<file path="src/rtl/link_sync_ctrl.sv">
// link_sync_ctrl: comma word alignment and link-state controller for the 8b/10b receive path
module link_sync_ctrl #(
    parameter int HUNT_WORDS   = 20,
    parameter int SLIP_SETTLE  = 4,
    parameter int COMMA_NEEDED = 3,
    parameter int ERR_LIMIT    = 8,
    parameter int GOOD_WINDOW  = 64
) (
    input  logic        byteclk,
    input  logic        rst_n,
    input  logic        sym_valid,
    input  logic        is_comma,
    input  logic        code_err,
    input  logic        disp_err,
    input  logic        force_resync,
    output logic        slip,
    output logic        decoder_rst,
    output logic        link_up,
    output logic [1:0]  state,
    output logic [15:0] err_total,
    output logic [7:0]  lock_loss
);
    localparam int HW = $clog2(HUNT_WORDS + 1);
    localparam int SW = $clog2(SLIP_SETTLE + 1);
    localparam int CW = $clog2(COMMA_NEEDED + 1);
    localparam int LW = $clog2(ERR_LIMIT + 1);
    localparam int GW = $clog2(GOOD_WINDOW + 1);
    localparam logic [HW-1:0] HUNT_LAST   = HW'(HUNT_WORDS - 1);
    localparam logic [SW-1:0] SETTLE_LAST = SW'(SLIP_SETTLE - 1);
    localparam logic [CW-1:0] COMMA_LAST  = CW'(COMMA_NEEDED - 1);
    localparam logic [LW-1:0] LEAK_LAST   = LW'(ERR_LIMIT - 1);
    localparam logic [GW-1:0] GOOD_LAST   = GW'(GOOD_WINDOW - 1);

    typedef enum logic [1:0] {HUNT = 2'd0, SLIP = 2'd1, VERIFY = 2'd2, LOCKED = 2'd3} state_t;

    state_t        cur, nxt;
    logic [HW-1:0] hunt_cnt;
    logic [SW-1:0] settle_cnt;
    logic [CW-1:0] comma_cnt;
    logic [LW-1:0] leak_cnt;
    logic [GW-1:0] good_cnt;
    logic          err, comma, slip_nxt, decoder_rst_nxt, lost;

    // an erroneous comma is treated purely as an error
    assign err   = sym_valid & (code_err | disp_err);
    assign comma = sym_valid & is_comma & ~err;
    assign state = cur;

    // state register
    always_ff @(posedge byteclk) begin
        if (!rst_n) cur <= HUNT;
        else        cur <= nxt;
    end

    // next state; a resync request overrides every other transition
    always_comb begin
        nxt = cur;
        if (force_resync) nxt = HUNT;
        else begin
            case (cur)
                HUNT:    nxt = comma ? VERIFY : (sym_valid && hunt_cnt == HUNT_LAST) ? SLIP : HUNT;
                SLIP:    nxt = (settle_cnt == SETTLE_LAST) ? HUNT : SLIP;
                VERIFY:  nxt = err ? SLIP : (comma && comma_cnt == COMMA_LAST) ? LOCKED : VERIFY;
                LOCKED:  nxt = (err && leak_cnt == LEAK_LAST) ? HUNT : LOCKED;
                default: nxt = HUNT;
            endcase
        end
    end

    // pulse requests derived from the upcoming transition
    always_comb begin
        slip_nxt        = (nxt == SLIP) && (cur != SLIP);
        decoder_rst_nxt = force_resync || ((cur == LOCKED) && (nxt == HUNT));
        lost            = (cur == LOCKED) && (nxt != LOCKED);
    end

    // registered outputs; link_up tracks LOCKED exactly
    always_ff @(posedge byteclk) begin
        if (!rst_n) begin
            slip        <= 1'b0;
            decoder_rst <= 1'b0;
            link_up     <= 1'b0;
        end else begin
            slip        <= slip_nxt;
            decoder_rst <= decoder_rst_nxt;
            link_up     <= (nxt == LOCKED);
        end
    end

    // window counters, each zero whenever its state is not being occupied
    always_ff @(posedge byteclk) begin
        if (!rst_n || force_resync) begin
            hunt_cnt   <= '0;
            settle_cnt <= '0;
            comma_cnt  <= '0;
            leak_cnt   <= '0;
            good_cnt   <= '0;
        end else begin
            hunt_cnt   <= (cur == HUNT && nxt == HUNT) ? hunt_cnt + HW'(sym_valid) : '0;
            settle_cnt <= (cur == SLIP && nxt == SLIP) ? settle_cnt + SW'(1) : '0;
            comma_cnt  <= (nxt == VERIFY) ? comma_cnt + CW'(comma) : '0;
            leak_cnt   <= (cur != LOCKED || nxt != LOCKED) ? '0 :
                          err ? leak_cnt + LW'(1) :
                          (sym_valid && good_cnt == GOOD_LAST && leak_cnt != '0) ? leak_cnt - LW'(1) : leak_cnt;
            good_cnt   <= (cur != LOCKED || nxt != LOCKED || err) ? '0 :
                          sym_valid ? ((good_cnt == GOOD_LAST) ? '0 : good_cnt + GW'(1)) : good_cnt;
        end
    end

    // saturating statistics, cleared only by reset
    always_ff @(posedge byteclk) begin
        if (!rst_n) begin
            err_total <= '0;
            lock_loss <= '0;
        end else begin
            if (cur == LOCKED && err && err_total != 16'hFFFF) err_total <= err_total + 16'd1;
            if (lost && lock_loss != 8'hFF) lock_loss <= lock_loss + 8'd1;
        end
    end
endmodule

</file>
<file path="config.mk">
export PLATFORM = sky130hd
export DESIGN_NAME = link_sync_ctrl
export DESIGN_NICKNAME = d
export VERILOG_FILES = /design/src/rtl/link_sync_ctrl.sv
export SDC_FILE = /design/constraint.sdc
export NUM_CORES = 1
export LEC_CHECK = 0
export BUFFER_PORTS_ARGS = -buffer_cell sky130_fd_sc_hd__buf_2
export CORE_UTILIZATION = 30
export DETAILED_ROUTE_END_ITERATION = 12
export HOLD_SLACK_MARGIN = 0.12
export SYNTH_ARGS = -nofsm -noshare
export SYNTH_HDL_FRONTEND = slang
export SYNTH_SLANG_ARGS = --single-unit
</file>
<file path="constraint.sdc">
create_clock -name byteclk -period 6.1 [get_ports byteclk]
set_input_delay 0.305 -clock byteclk [delete_from_list [all_inputs] [get_ports byteclk]]
set_output_delay 0.305 -clock byteclk [all_outputs]
set_load 0.01 [all_outputs]
</file>
# --- Word level (Yosys, flattened, before mapping) ---
# Index checks and enable logic that the tools add are counted.
op_classes:
  addsub: 8
  eq_ne: 16
  n_mux: 11
  n_bitwise: 8
  n_reduce_logical: 27
op_table:
  columns: ["cell", "count"]
  rows:
  - ["adder 16 x 1 -> 16 bit (second input constant)", 1]
  - ["inequality test 16 bit (second input constant)", 1]
  - ["logical AND 1 bit", 13]
  - ["equality test 2 bit (second input constant)", 5]
  - ["OR reduction 2 bit", 5]
  - ["adder 8 x 1 -> 8 bit (second input constant)", 1]
  - ["two-way mux 2 bit", 4]
  - ["two-way mux 4 bit", 2]
  - ["inequality test 8 bit (second input constant)", 1]
  - ["one-hot mux 2 bit (4 select lines)", 1]
  - ["adder 7 x 1 -> 7 bit (second input constant)", 1]
  - ["equality test 7 x 6 -> 1 bit (second input constant)", 1]
  - ["two-way mux 7 bit", 1]
  - ["adder 5 x 1 -> 5 bit", 1]
  - ["equality test 5 bit (second input constant)", 1]
  - ["adder 4 x 1 -> 4 bit (second input constant)", 1]
  - ["equality test 2 x 1 -> 1 bit (second input constant)", 2]
  - ["equality test 4 x 3 -> 1 bit (second input constant)", 1]
  - ["logical NOT 2 bit", 2]
  - ["logical OR 1 bit", 4]
  - ["inequality test 2 bit (second input constant)", 2]
  - ["NOT 1 bit", 4]
  - ["nonzero test 4 bit", 1]
  - ["subtractor 4 x 1 -> 4 bit (second input constant)", 1]
  - ["other kinds (9)", 13]
totals:
  reg_bits: 50
  inputBits: 7
  out_inout_bits: 29
  wordCells: 81

# --- Depth between registers and ports, before layout ---
depth:
  depth_word: 13
  ltp_mapped: 8
  ltp_nobuf: 8

# --- Worst setup path after synthesis ---
# Ideal clock, no wire load.
synth_timing:
  path_kind: "register to register"
  from: "register good_cnt[0]"
  to: "register leak_cnt[1]"
  setup_ps: 117
  t_arrival_ps: 1815
  t_required_ps: 5983
  slack_ps: 4167
  path_stages_with_launch: 7
  path_buffers: 0
  synth_period_minus_slack_ps: 1933
  path_cell_list: "dfxtp_1 > ha_1 > nand4_1 > or3b_2 > o21ai_0 > mux2i_1 > nor2_1"
synth_via:
  elab_chain_len: 4
synth_rtl:
  columns: ["item", "line", "text"]
  rows:
  - ["start: declaration", "41", "logic [GW-1:0] good_cnt;"]
  - ["start signal: assignment", "105", "good_cnt <= (cur != LOCKED || nxt != LOCKED || err) ? '0 :"]
  - ["equality test 7 x 6 -> 1 bit", "104", "(sym_valid && good_cnt == GOOD_LAST && leak_cnt != '0) ? leak_cnt - LW'(1) : leak_cnt;"]
  - ["logical AND 1 bit (2 in series)", "104", null]
  - ["nonzero test 2 bit (no line)", null, null]
  - ["end signal: assignment", "102", "leak_cnt <= (cur != LOCKED || nxt != LOCKED) ? '0 :"]
  - ["end: declaration", "40", "logic [LW-1:0] leak_cnt;"]
# Every way passes these cells.
# A chain may end at the register's enable or synchronous reset.

# --- Worst setup path after layout ---
layout_timing:
  from: "register err_total[0]"
  to: "register err_total[9]"
layout_via:
  elab_chain_len: 2
  elab_cells_between_ends: 3
  cone_classes: "add/sub: 1; eq/ne: 1; reduce/logical: 1"
layout_rtl:
  columns: ["item", "line", "text"]
  rows:
  - ["start: declaration", "20", "output logic [15:0] err_total,"]
  - ["start signal: assignment", "116", "if (cur == LOCKED && err && err_total != 16'hFFFF) err_total <= err_total + 16'd1;"]
  - ["branches (longest 2 deep; another with adder 16 x 1 -> 16 bit)", null, null]
# Several ways; the timed one is not identified.

==> results.md <==
* Status: completed
* Post-synthesis cell area at 2470 um^2
* CP peak stage delay at 1.01 ns
* Yosys warns at 0
* Critical Path, Cell by Cell: ha_1, nand2_1, nor3_1, a2111oi_0, xnor2_1, nor2_1
* Synth area leader: dfxtp_1
* First-pass GRT wire length at 8.59 mm
* Initial DRC count at 57
* Delay-heaviest family, CP: simple AND/OR/NAND/NOR gates
* Total gr overflow at 0
* Clock Latency Late Sink at 0.30 ns
* Dpl hpwl at 3.80 mm
* Skew final at about 0.002 ns
* Die X at 92.7 um
* Root Driver: clkbuf_8
* Non-filler cells, final at just over 400
* Critical path launch point: err_total[0]
* Period Utilization, post-route at 40.5%
* DR pass1 iterations at 5
* Clock Tree Buf Depth at 2
* Total length of routed wires at 5.10 mm
* Setup WS post-layout at 3.63 ns
* Clk sinks at 50
* Register area share after synthesis at 40.6%
* Worst r2r src: err_total[0]
* Mapped Avg Cell Area at roughly 8.9 um^2
* Synth Instances at between 200 and 300
* Vias/cell at 4.90
* CTS Buf Count at 5
* Achievable Freq at ~0.40 GHz
* EDFF count, synth at 0
* Placed cells at 406
* Post-synth top area share at 40.6%
* Final hold vios at 0
* Final TNS setup at 0 ns
* Maximum capacitance violations at 0
* IO buf count at 35
* Count of cell types in the netlist at 50
* Top cells by count, synth: 50 x dfxtp_1, 36 x nor2_1, 23 x nand2_1
* Die Span Y at 92.7 um
* Worst path slowest cell: nor3_1
* Initial Util at 31.4%
* Row cnt at 32
* Pleak at 1.07 nW
* Final antenna-violating net count at 0
* Critical Path AT at 2.64 ns
* Register bit total from synthesis at 50
* Synth-to-Final Area Change at 14.5%
* Most frequent cell after synthesis: dfxtp_1
* Post-CTS Setup Inserts at 0
* Vias at 2027
* Worst VDD drop at between 70 and 80 uV
* Hold-fix buffers at CTS at 0
* RD Place Congestion at 0.787
* Crit path kind: register to register
* CTS tree: yes
* Synthesized net count at 295
* Fin util at 36.0%
* Largest cells by area after synthesis: dfxtp_1 41%, xnor2_1 5.7%, nor2_1 5.5%, ha_1 5.1%, nand2_1 3.5%
* Routed length per instance at between 10 and 15 um
* Die area at about 8600 um^2
* Rel. slew slack at 15.8%
* Pin count of the biggest net entering global routing at 22
* Worst slack, placed at 3.63 ns
* Hold_sp: force_resync
* Worst Tran Pin Value at approximately 1.3 ns
* Critical Path RT at between 6 and 7 ns
* RSZ-0062 raised after global routing: false
* GRT Util Overall at 12.5%
* Vias in the first global route at 1870
* R2R setup slack at 3.63 ns
* Nets at 329
* DRC at 0
* Worst hold-check path type: input port to register
* Async set-reset flop share out of synthesis at 0%
* Startpoint types: register
* Initial antenna violation count at 0
* H-tree depth at 2
* PwrDens at 193 nW/um^2
* # setup viols final at 0
* Worst-path clk slew at 0.09 ns
* Worst path buffer plus inverter count at 0
* Crit path capture type: register
* Worst-path fanout max at 13
* Layout cells sized above 1 at 16.7%
* Most common flop cell mapped by yosys: dfxtp_1
* Post-cts repair resize count at 0
* Number of diodes at 0
* Core Area at about 8000 um^2
* Slew Limit Fails at 0
* Ports at 36
* Final min period at 2.47 ns
==> cell type report <==
| cell class | instances | area, um^2 |
|---|---|---|
| Clock inverter | 1 | 5.00 |
| Tap cell | 102 | 128 |
| Multi-Input combinational cell | 205 | 1380 |
| Fill cell | 839 | 5020 |
| Timing Repair Buffer | 35 | 175 |
| Inverter | 14 | 52.6 |
| Sequential cell | 50 | 1000 |
| Clock buffer | 7 | 86.3 |
==> cell usage in the layout, fill, tap and decap left out, drive strengths merged, types with 7 or more instances in the layout <==
cell type and n:
clkbuf 7, ha 10, xor2 7, nand2 23, buf 35, nand3 13
nand4 10, nor2 36, xnor2 16, inv 14, a21oi 10, dfxtp 50
==> logic make-up (layout without fill, tap and decap cells) <==
kind of cell	count (synthesis)	after routing	share of synthesized area, %
AO/OA/AOI/OAI	46	46	14.4
XOR/XNOR	23	23	8.17
adder cells (fa/ha/maj)	11	11	5.89
buffers and inverters	22	57	3.60
flip-flops	50	50	40.6
multiplexers	7	7	2.89
AND/OR/NAND/NOR	118	118	24.5
==> sequential cells by signal, indices dropped and copies added, names as in the netlist <==
| name | flops |
|---|---|
| state | 2 |
| link_up | 1 |
| leak_cnt | 4 |
| good_cnt | 7 |
| err_total | 16 |
| hunt_cnt | 5 |
| lock_loss | 8 |
| slip | 1 |
| settle_cnt | 3 |
| comma_cnt | 2 |
| decoder_rst | 1 |
==> per-stage QoR <==
stage	total power [mW]	cell area, um^2	hold slack, ns
6_report	0.546	2820	0.299
5_1_grt	0.572	2820	0.294
4_1_cts	0.555	2820	0.288
3_5_place_dp	0.356	2730	0.415
3_3_place_gp	0.356	2730	0.409
2_1_floorplan	0.349	2470	0.398
==> report_power, final <==
| part | internal [mW] | total (mW) | leakage (nW) | switching, mW |
|---|---|---|---|---|
| logic | 0.00692 | 0.0209 | 0.614 | 0.0139 |
| registers | 0.327 | 0.328 | 0.403 | 0.000563 |
| clock network | 0.0917 | 0.198 | 0.0482 | 0.106 |
| total | 0.426 | 0.546 | 1.07 | 0.121 |
==> routing by layer <==
layer | track usage [%] | part of all wire, %
met1 | 17.1 | 52
met2 | 19.7 | 44
met3 | 1.81 | 2.6
met4 | 5.13 | 1.7
met5 | 0 | 0
==> final timing paths <==
| kind | to | depth (start not counted) |
|---|---|---|
| max | err_total[9] | 6 |
| max reg2reg | err_total[9] | 6 |
| min | decoder_rst | 2 |
| min reg2reg | settle_cnt[0] | 1 |
Power figures use the tool's default switching activity.
